$ cat src/rtl/hazard_scoreboard_if.sv
// Decode-stage handshake between the ID stage (master) and the hazard scoreboard (slave).
// Carries the ID operand/destination fields plus the stall and forwarding-select responses.
interface hazard_scoreboard_if #(
  parameter int ADDR_W  = 5,
  parameter int MAX_LAT = 3
) ();

  localparam int SEL_W = $clog2(MAX_LAT + 1);

  logic              id_valid;
  logic              id_kill;
  logic [ADDR_W-1:0] id_rs;
  logic              id_rs_used;
  logic [ADDR_W-1:0] id_rt;
  logic              id_rt_used;
  logic [ADDR_W-1:0] id_rd;
  logic              id_rd_wen;
  logic              id_is_load;
  logic              stall;
  logic [SEL_W-1:0]  fwd_rs_sel;
  logic [SEL_W-1:0]  fwd_rt_sel;

  modport master (
    output id_valid, id_kill, id_rs, id_rs_used, id_rt, id_rt_used,
           id_rd, id_rd_wen, id_is_load,
    input  stall, fwd_rs_sel, fwd_rt_sel
  );

  modport slave (
    input  id_valid, id_kill, id_rs, id_rs_used, id_rt, id_rt_used,
           id_rd, id_rd_wen, id_is_load,
    output stall, fwd_rs_sel, fwd_rt_sel
  );

endinterface

$ cat src/rtl/hazard_scoreboard.sv
// Per-register countdown scoreboard producing ID stall, forwarding selects, busy vector and perf counters.
// Define HAZ_FWD_EN to build the forwarding network (stalls limited to load-use hazards).
module hazard_scoreboard #(
  parameter int ADDR_W  = 5,
  parameter int MAX_LAT = 3,
  parameter int CNT_W   = 16
) (
  input  logic                   clk,
  input  logic                   reset,
  hazard_scoreboard_if.slave     id,
  input  logic                   cnt_clr,
  output logic [2**ADDR_W-1:0]   busy_vec,
  output logic [CNT_W-1:0]       issue_cnt,
  output logic [CNT_W-1:0]       stall_cnt
);

  localparam int NUM_REGS = 2**ADDR_W;
  localparam int SEL_W    = $clog2(MAX_LAT + 1);

  localparam logic [SEL_W-1:0] LAT     = SEL_W'(MAX_LAT);
  localparam logic [SEL_W-1:0] CNT_ONE = SEL_W'(1);
  localparam logic [CNT_W-1:0] CNT_MAX = '1;
  localparam logic [CNT_W-1:0] CNT_INC = CNT_W'(1);

  // Scoreboard state: remaining busy cycles per architectural register.
  logic [NUM_REGS-1:0][SEL_W-1:0] cnt_q;
  logic [NUM_REGS-1:0][SEL_W-1:0] cnt_d;

  logic [SEL_W-1:0] rs_cnt;
  logic [SEL_W-1:0] rt_cnt;
  logic             rs_haz;
  logic             rt_haz;
  logic             issue;
  logic             alloc;

  // Decode always looks at the pre-update state, so rd == rs sees the older producer.
  assign rs_cnt = cnt_q[id.id_rs];
  assign rt_cnt = cnt_q[id.id_rt];
  assign rs_haz = id.id_rs_used && (rs_cnt != '0);
  assign rt_haz = id.id_rt_used && (rt_cnt != '0);

  assign issue  = id.id_valid && !id.id_kill && !id.stall;
  assign alloc  = issue && id.id_rd_wen && (id.id_rd != '0);

`ifdef HAZ_FWD_EN

  localparam int               SEL_W1 = SEL_W + 1;
  localparam logic [SEL_W:0]   LAT_P1 = SEL_W1'(MAX_LAT + 1);

  logic [NUM_REGS-1:0] ld_q;
  logic [NUM_REGS-1:0] ld_d;
  logic                rs_lu;
  logic                rt_lu;

  // Only a load still in its first cycle after issue cannot be forwarded yet.
  assign rs_lu = rs_haz && ld_q[id.id_rs] && (rs_cnt == LAT);
  assign rt_lu = rt_haz && ld_q[id.id_rt] && (rt_cnt == LAT);

  assign id.stall = id.id_valid && !id.id_kill && (rs_lu || rt_lu);

  // Stage distance from ID: a fresh entry (cnt == MAX_LAT) sits one stage ahead.
  function automatic logic [SEL_W-1:0] fwd_sel(input logic haz, input logic [SEL_W-1:0] c);
    logic [SEL_W:0] dist;
    dist = LAT_P1 - {1'b0, c};
    return haz ? dist[SEL_W-1:0] : '0;
  endfunction

  assign id.fwd_rs_sel = fwd_sel(rs_haz, rs_cnt);
  assign id.fwd_rt_sel = fwd_sel(rt_haz, rt_cnt);

  always_comb begin
    for (int r = 0; r < NUM_REGS; r++) begin
      ld_d[r] = ld_q[r] && (cnt_q[r] > CNT_ONE);
    end
    if (alloc) begin
      ld_d[id.id_rd] = id.id_is_load;
    end
    ld_d[0] = 1'b0;
  end

  always_ff @(posedge clk or negedge reset) begin
    if (!reset) begin
      ld_q <= '0;
    end else begin
      ld_q <= ld_d;
    end
  end

`else

  logic unused_is_load;

  assign unused_is_load = id.id_is_load;

  // Without forwarding any busy source waits for its producer to retire.
  assign id.stall      = id.id_valid && !id.id_kill && (rs_haz || rt_haz);
  assign id.fwd_rs_sel = '0;
  assign id.fwd_rt_sel = '0;

`endif

  // NOTE: every variable written here gets a value before any condition, so no latch is inferred.
  always_comb begin
    for (int r = 0; r < NUM_REGS; r++) begin
      cnt_d[r] = (cnt_q[r] != '0) ? cnt_q[r] - CNT_ONE : '0;
    end
    if (alloc) begin
      cnt_d[id.id_rd] = LAT;
    end
    cnt_d[0] = '0;
  end

  // NOTE: the scoreboard is a flop array, not a RAM, and is reset in full so no stale hazard survives reset.
  always_ff @(posedge clk or negedge reset) begin
    if (!reset) begin
      cnt_q <= '0;
    end else begin
      cnt_q <= cnt_d;
    end
  end

  always_comb begin
    for (int r = 0; r < NUM_REGS; r++) begin
      busy_vec[r] = (cnt_q[r] != '0);
    end
  end

  // NOTE: sequential state uses non-blocking assignments so every flop samples pre-edge values.
  always_ff @(posedge clk or negedge reset) begin
    if (!reset) begin
      issue_cnt <= '0;
    end else if (cnt_clr) begin
      issue_cnt <= '0;
    end else if (issue && (issue_cnt != CNT_MAX)) begin
      issue_cnt <= issue_cnt + CNT_INC;
    end
  end

  always_ff @(posedge clk or negedge reset) begin
    if (!reset) begin
      stall_cnt <= '0;
    end else if (cnt_clr) begin
      stall_cnt <= '0;
    end else if (id.stall && (stall_cnt != CNT_MAX)) begin
      stall_cnt <= stall_cnt + CNT_INC;
    end
  end

endmodule
$ cat src/flat_wrapper.sv
// flat-port wrapper written by rule: the top's interface ports become plain ports
module hazard_scoreboard_flat 
#(
  parameter int ADDR_W  = 5,
  parameter int MAX_LAT = 3,
  parameter int CNT_W   = 16
)
  (clk, reset, cnt_clr, busy_vec, issue_cnt, stall_cnt, id_id_valid, id_id_kill, id_id_rs, id_id_rs_used, id_id_rt, id_id_rt_used, id_id_rd, id_id_rd_wen, id_id_is_load, id_stall, id_fwd_rs_sel, id_fwd_rt_sel);
  hazard_scoreboard_if #(.ADDR_W(ADDR_W), .MAX_LAT(MAX_LAT)) id_i ();
  input  logic clk;
  input  logic reset;
  input  logic cnt_clr;
  output logic [2**ADDR_W-1:0] busy_vec;
  output logic [CNT_W-1:0] issue_cnt;
  output logic [CNT_W-1:0] stall_cnt;
  input wire logic [$bits(id_i.id_valid)-1:0] id_id_valid;
  input wire logic [$bits(id_i.id_kill)-1:0] id_id_kill;
  input wire logic [$bits(id_i.id_rs)-1:0] id_id_rs;
  input wire logic [$bits(id_i.id_rs_used)-1:0] id_id_rs_used;
  input wire logic [$bits(id_i.id_rt)-1:0] id_id_rt;
  input wire logic [$bits(id_i.id_rt_used)-1:0] id_id_rt_used;
  input wire logic [$bits(id_i.id_rd)-1:0] id_id_rd;
  input wire logic [$bits(id_i.id_rd_wen)-1:0] id_id_rd_wen;
  input wire logic [$bits(id_i.id_is_load)-1:0] id_id_is_load;
  output wire logic [$bits(id_i.stall)-1:0] id_stall;
  output wire logic [$bits(id_i.fwd_rs_sel)-1:0] id_fwd_rs_sel;
  output wire logic [$bits(id_i.fwd_rt_sel)-1:0] id_fwd_rt_sel;
  assign id_i.id_valid = id_id_valid;
  assign id_i.id_kill = id_id_kill;
  assign id_i.id_rs = id_id_rs;
  assign id_i.id_rs_used = id_id_rs_used;
  assign id_i.id_rt = id_id_rt;
  assign id_i.id_rt_used = id_id_rt_used;
  assign id_i.id_rd = id_id_rd;
  assign id_i.id_rd_wen = id_id_rd_wen;
  assign id_i.id_is_load = id_id_is_load;
  assign id_stall = id_i.stall;
  assign id_fwd_rs_sel = id_i.fwd_rs_sel;
  assign id_fwd_rt_sel = id_i.fwd_rt_sel;
  hazard_scoreboard #(.ADDR_W(ADDR_W), .MAX_LAT(MAX_LAT), .CNT_W(CNT_W)) u_core (.clk(clk), .reset(reset), .id(id_i), .cnt_clr(cnt_clr), .busy_vec(busy_vec), .issue_cnt(issue_cnt), .stall_cnt(stall_cnt));
endmodule
$ cat config.mk
export PLATFORM = sky130hd
export DESIGN_NAME = hazard_scoreboard_flat
export DESIGN_NICKNAME = d
export VERILOG_FILES = /design/src/rtl/hazard_scoreboard_if.sv /design/src/rtl/hazard_scoreboard.sv /design/src/flat_wrapper.sv
export SDC_FILE = /design/constraint.sdc
export NUM_CORES = 1
export LEC_CHECK = 0
export ABC_AREA = 1
export BUFFER_PORTS_ARGS = -buffer_cell sky130_fd_sc_hd__buf_2
export CAP_MARGIN = 20
export CORE_UTILIZATION = 40
export CTS_BUF_LIST = sky130_fd_sc_hd__clkbuf_4 sky130_fd_sc_hd__clkbuf_8
export DETAILED_ROUTE_END_ITERATION = 8
export PLACE_DENSITY = 0.64
export SLEW_MARGIN = 20
export SYNTH_ARGS = -nofsm -noshare
export SYNTH_HDL_FRONTEND = slang
export SYNTH_SLANG_ARGS = --single-unit
$ cat constraint.sdc
create_clock -name clk -period 2.63 [get_ports clk]
set_input_delay 0.263 -clock clk [delete_from_list [all_inputs] [get_ports clk]]
set_output_delay 0.263 -clock clk [all_outputs]
set_load 0.005 [all_outputs]
==> results of run 1 <==
## repair_timing
action	in CTS	in global routing
endpoints found under the setup margin	0	0
endpoints found under the hold margin	33	0
hold buffers	1	0
## metrics by stage
| step | hold slack [ns] | setup WS [ns] | utilization (%) |
|---|---|---|---|
| 4_1_cts | 0.2073 | 0.2750 | 47.83 |
| 3_3_place_gp | 0.2578 | 0.2681 | 46.05 |
| 3_5_place_dp | 0.2591 | 0.2071 | 46.05 |
| 2_1_floorplan | -0.03259 | 0.6579 | - |
| 6_report | 0.2278 | 0.3033 | 47.83 |
| 5_1_grt | 0.2243 | 0.01947 | 47.83 |
## cells in the final DEF (no fill, tap or decap), drive strengths merged
cell type,count
xor2,9
a21oi,10
inv,116
o21ai,17
nand4,48
ha,2
nor3,6
conb,5
clkinvlp,1
nand2,256
nand3b,1
nor4,1
o22ai,3
o21bai,1
or2,1
nor3b,4
a31oi,1
nand3,83
dlygate4sd3,1
bufinv,3
buf,96
nor2,129
xnor2,3
clkbuf,10
dfrtp,94
## kinds of logic after synthesis
family                     synth area share [%]
AOI/OAI and AO/OA                         3.021
xor gates and xnor gates                  1.894
adders and majority gates                0.4508
buffers and inverters                     10.50
DFF                                       42.38
other                                   0.06756
and+or+nand+nor                           41.68
## power groups by stage
| stage | clock network [mW] | registers (mW) | logic (mW) |
|---|---|---|---|
| floorplan | 0 | 1.50 | 0.165 |
| finish | 1.14 | 1.47 | 0.287 |
| global route | 1.23 | 1.47 | 0.322 |
| global placement | 0 | 1.50 | 0.283 |
| CTS | 1.17 | 1.47 | 0.287 |
| detailed placement | 0 | 1.50 | 0.285 |
## worst min-delay path by stage
| stage | cells past startpoint | slack, ns | startpoint | endpoint |
|---|---|---|---|---|
| global placement | 1 | 0.26 | reset | u_core.cnt_q[53]$_DFF_PN0_ |
| finish | 3 | 0.23 | id_id_rd[1] | u_core.cnt_q[7]$_DFF_PN0_ |
| global route | 3 | 0.22 | id_id_rd[1] | u_core.cnt_q[6]$_DFF_PN0_ |
| CTS | 3 | 0.21 | id_id_rd[1] | u_core.cnt_q[7]$_DFF_PN0_ |
| floorplan | 0 | -0.03 | reset | u_core.cnt_q[10]$_DFF_PN0_ |
| detailed placement | 1 | 0.26 | reset | u_core.cnt_q[53]$_DFF_PN0_ |
## layer usage
layer  wire (µm)  GRT usage, %
met1        7300         31.35
met2        6052         31.00
met3         826         4.040
met4         295         7.813
met5           0             0
## layout make-up
cell class                 count  area (µm²)  share of cell area [%]
clock inverter                 4       97.59                   1.523
sequential                    94        2352                   36.70
timing repair buffer          97       543.0                   8.472
clock buffer                  10       131.4                   2.050
multi-input combinational    580        2630                   41.03
inverter                     116       435.4                   6.793
tap                          176       220.2                   3.435
## registers in the layout, indices dropped and copies added, names as in the netlist
signal	cells
u_core.issue_cnt	16
u_core.stall_cnt	16
u_core.cnt_q	62
## worst max-delay path: cells and delay by family, from the launching register on
kind | cells | cell delay (ns)
compound gates | 1 | 0.21
simple gates | 10 | 1.65
flops | 1 | 0.40
==> impl_metrics.toml, run 1 <==
[outcome]
status = "finished clean"

[global_route]
initial_antenna_violation_count = 0
global_route_congestion_overflow_total = 0
first_pass_grt_wire_length_mm = 23.67
grt_start_max_net_pins = 37
grt_use_total_pct = 21.33
number_of_global_route_vias_before_repair = 4693

[synth]
sequential_fraction_of_the_synthesis_area_pct = 42.38
seq_cells_post_synth = 94
synth_async_sr_flop_share_pct = 100.0
yosys-top-cells-count = "252 x sky130_fd_sc_hd__nand2_1, 122 x sky130_fd_sc_hd__nor2_1, 107 x sky130_fd_sc_hd__inv_1, 94 x sky130_fd_sc_hd__dfrtp_1, 81 x sky130_fd_sc_hd__nand3_1"
netlist_area_mm2 = 0.005550
synthMostInstantiatedCell = "sky130_fd_sc_hd__nand2_1"
post_synth.cell_area_avg_um2 = 6.835
synth-edff-count = 0
syn-instance-count = 812
netlist_top_cells_area = "sky130_fd_sc_hd__dfrtp_1 42%, sky130_fd_sc_hd__nand2_1 17%, sky130_fd_sc_hd__nor2_1 8.3%"
synthesis.yosys.warnings = 0
ys_dominant_reg_cell = "sky130_fd_sc_hd__dfrtp_1"
synthDistinctLibCells = 35
synth_top_cell_by_area = "sky130_fd_sc_hd__dfrtp_1"
yosysTopAreaCellShare_pct = 42.38

[detailed_routing]
drc = 0
drt_wl_total_mm = 14.47
routed_vias = 5337
initial_drc_count = 465
post_drt_wl_per_cell_um = 13.44
via_per_inst = 4.955
first_pass_iters = 5
ant_nets = 0

[floorplanning]
floorplan.io_pins = 93
design.die.area_mm2 = 0.01435
placeableCoreArea_mm2 = 0.01340
placement_rows = 42
die_h_um = 119.8
die_width_um = 119.8
initial_utilization_pct = 41.42

[cts]
inserted_clock_buffers = 9
cts_resized = 0
clk_path_buf_depth = 2
post_cts_buffers = 0
cts_root_buf = "sky130_fd_sc_hd__clkbuf_8"
number_of_clock_sinks_seen_by_cts = 94
htree_num_levels = 3
cts_tree = "done"
cts.reportedPaths.clkPinSlew_ns = 0.08
worstSkewPairLatency_ns = 0.38

[sta]
final_min_period_ns = 2.327
fin_worst_skew_ns = 0.006829
fin_setup_tns_ns = 0
report.final.setup_viol = 0
period_share_pct = 88.47
max_freq_ghz = 0.4298
slew_viol_final = 0
hold_violations = 0
rsz0062_at_grt = "false"
rel_slew_slack_pct = 62.80
tightest_slew_ns = 0.5580

[power]
vdd.ir_drop.worst_v = 0.0002371
power.switching_fraction_pct = 25.17
p_per_area_mw_per_mm2 = 452.2
p_switching_uw = 729.6
share_clk_of_total_power_pct = 39.5
power.internal_mw = 2.169
p_comb_share_pct = 9.9
p_total_mw = 2.899
power.leakage_nw = 3.724
sequentialPowerShare_pct = 50.6

[critical_path]
timing.rr.end = "u_core.cnt_q[6]$_DFF_PN0_"
crit_chain = "nor2_1, nor2_1, nor2_1, nand3_1, nand3_1, nand3_1, nand3_1, nand2_2, nor2_4, nand2_1, o21ai_1"
reg2reg_setup_slack_ns = 0.30
timing.critical_path.to_type = "flop"
startpoint_type = "flop"
criticalPathCategory = "flop to flop"
timing.critical_path.arrival_ns = 2.63
endpoint = "u_core.cnt_q[6]$_DFF_PN0_"
slowest_stage_cell_cp = "sky130_fd_sc_hd__dfrtp_1"
timing.rr.start = "u_core.cnt_q[46]$_DFF_PN0_"
reg2reg_depth = 11
critical_path.max_fanout = 12
crit_start = "u_core.cnt_q[46]$_DFF_PN0_"
max_stage_delay_ns = 0.40
critPathMostFrequentCell = "sky130_fd_sc_hd__nand3_1"
critPathRequiredTime_ns = 2.93

[worst_hold_path]
timing.hold.worst.class = "input port to flop"

[layout]
layout.cell_area.non_filler_mm2 = 0.006410
nets = 924
n_fill_cell = 1393
non_filler_instance_count_after_layout = 1077
drive_above_1_share_pct = 15.09
antenna_cells = 0
syn_to_final_growth_pct = 15.49

[placed_design]
place.detailed.instances = 1062
port_buffers = 86
hpwl_mm = 10.63
place_area_mm2 = 0.006171
gp_congestion = 0.9291

[flow_run]
max_capacitance_violation_count = 0
(Power assumes the default switching activity.)
==> run 2: changes to the inputs <==
clock period = 2.8 ns   (was 2.63 ns; I/O delays follow)
==> impl_metrics.toml, run 2 (synthesis gave the netlist of run 1 again) <==
[global_route]
initial_antenna_violation_count = 1
number_of_global_route_vias_before_repair = 4762
grt_use_total_pct = 21.55
first_pass_grt_wire_length_mm = 23.95
global_route_congestion_overflow_total = 0
grt_start_max_net_pins = 62

[floorplanning]
placement_rows = 42
floorplan.io_pins = 93
placeableCoreArea_mm2 = 0.01340
design.die.area_mm2 = 0.01435
initial_utilization_pct = 41.42
die_h_um = 119.8
die_width_um = 119.8

[placed_design]
port_buffers = 86
gp_congestion = 0.9157
hpwl_mm = 10.60

[detailed_routing]
initial_drc_count = 405
drc = 0
ant_nets = 0
drt_wl_total_mm = 14.64
post_drt_wl_per_cell_um = 13.59
routed_vias = 5368
via_per_inst = 4.984
first_pass_iters = 5

[cts]
post_cts_buffers = 0
cts_root_buf = "sky130_fd_sc_hd__clkbuf_8"
worstSkewPairLatency_ns = 0.39
inserted_clock_buffers = 9
clk_path_buf_depth = 2
cts_resized = 0
cts.reportedPaths.clkPinSlew_ns = 0.09
number_of_clock_sinks_seen_by_cts = 94
htree_num_levels = 3
cts_tree = "done"

[sta]
final_min_period_ns = 2.352
tightest_slew_ns = 0.5444
fin_setup_tns_ns = 0
hold_ws_ns = 0.2200
max_freq_ghz = 0.4251
rsz0062_at_grt = "false"
period_share_pct = 84.01
hold_violations = 0
rel_slew_slack_pct = 63.71
slew_viol_final = 0
fin_worst_skew_ns = 0.02052
report.final.setup_viol = 0

[critical_path]
critPathRequiredTime_ns = 3.10
critical_path.max_fanout = 14
crit_start = "u_core.cnt_q[46]$_DFF_PN0_"
timing.critical_path.arrival_ns = 2.65
startpoint_type = "flop"
criticalPathCategory = "flop to flop"
timing.rr.start = "u_core.cnt_q[46]$_DFF_PN0_"
timing.critical_path.to_type = "flop"
reg2reg_setup_slack_ns = 0.45

[power]
p_per_area_mw_per_mm2 = 422.3
vdd.ir_drop.worst_v = 0.0002990
p_total_mw = 2.695
power.leakage_nw = 3.710

[outcome]
status = "finished clean"

[layout]
drive_above_1_share_pct = 15.00
largest_registers = "u_core.cnt_q (62), u_core.issue_cnt (16), u_core.stall_cnt (16)"
largest_register_ff_count = 62
nets = 921
final_cell_mix = "252 x sky130_fd_sc_hd__nand2_1, 122 x sky130_fd_sc_hd__nor2_1, 107 x sky130_fd_sc_hd__inv_1, 94 x sky130_fd_sc_hd__dfrtp_1, 85 x sky130_fd_sc_hd__buf_2"
layout_commonest_cell = "sky130_fd_sc_hd__nand2_1"
regMostFlops = "u_core.cnt_q"
syn_to_final_growth_pct = 14.97

[flow_run]
max_capacitance_violation_count = 0

[worst_hold_path]
timing.hold.worst.class = "input port to flop"
hold_path.startpoint = "id_id_rd[1]"
[run 2: path summary, 6_finish.rpt]
path                                                         to  depth (start not counted)
worst max-delay path                  u_core.cnt_q[5]$_DFF_PN0_                         11
max in group asynchronous       u_core.issue_cnt[5]$_DFFE_PN0P_                          3
worst min-delay path                  u_core.cnt_q[6]$_DFF_PN0_                          3
worst max register to register        u_core.cnt_q[5]$_DFF_PN0_                         11
worst min register to register       u_core.cnt_q[29]$_DFF_PN0_                          2
min in group asynchronous            u_core.cnt_q[40]$_DFF_PN0_                          2
[run 2: final cells by class]
cell class	instances	area (µm²)
fillers	1442	7019
multi-input cells	580	2630
flip-flops and latches	94	2352
repair buffers	94	508.0
inverters	116	435.4
well taps	176	220.2
clock buffers	11	151.4
clock inverters	5	81.33
diodes	1	2.502
[run 2: report_power, final]
| group | switching (mW) | leakage (nW) | internal (mW) |
|---|---|---|---|
| sequential | 0.0115 | 1.31 | 1.37 |
| clock | 0.501 | 0.116 | 0.552 |
| combinational | 0.192 | 2.28 | 0.0722 |
| total | 0.704 | 3.71 | 1.99 |
[run 2: worst max-delay path, cell delays in order (launching register included)]
cell	delay, ns
sky130_fd_sc_hd__dfrtp_1	0.40
sky130_fd_sc_hd__nor2_1	0.27
sky130_fd_sc_hd__nor2_1	0.08
sky130_fd_sc_hd__nor2_1	0.11
sky130_fd_sc_hd__nand3_1	0.09
sky130_fd_sc_hd__nand3_1	0.12
sky130_fd_sc_hd__nand3_1	0.09
sky130_fd_sc_hd__nand3_1	0.15
sky130_fd_sc_hd__nand2_2	0.12
sky130_fd_sc_hd__nor2_4	0.32
sky130_fd_sc_hd__nand2_1	0.30
sky130_fd_sc_hd__o21ai_1	0.21
[run 2: stage by stage]
stage	area [µm²]	setup slack, ns	utilization [%]	instances
floorplan	5565	0.8279	-	816
global placement	6136	0.4455	45.79	1059
detailed placement	6136	0.4038	45.79	1059
CTS	6379	0.4247	47.60	1076
global route	6381	0.1643	47.62	1077
finish	6381	0.4478	47.62	1077
[run 2: timing repair]
| action | 4_1_cts | 5_1_grt |
|---|---|---|
| hold buffers | 1 | 0 |
| hold endpoints to repair | 33 | 0 |
| setup endpoints to repair | 0 | 0 |
[run 2: metal layers]
metal / share of wire (%) / GRT usage [%]
met1: 50 / 32.02
met2: 43 / 31.68
met3: 5.4 / 3.279
met4: 1.5 / 7.422
met5: 0 / 0
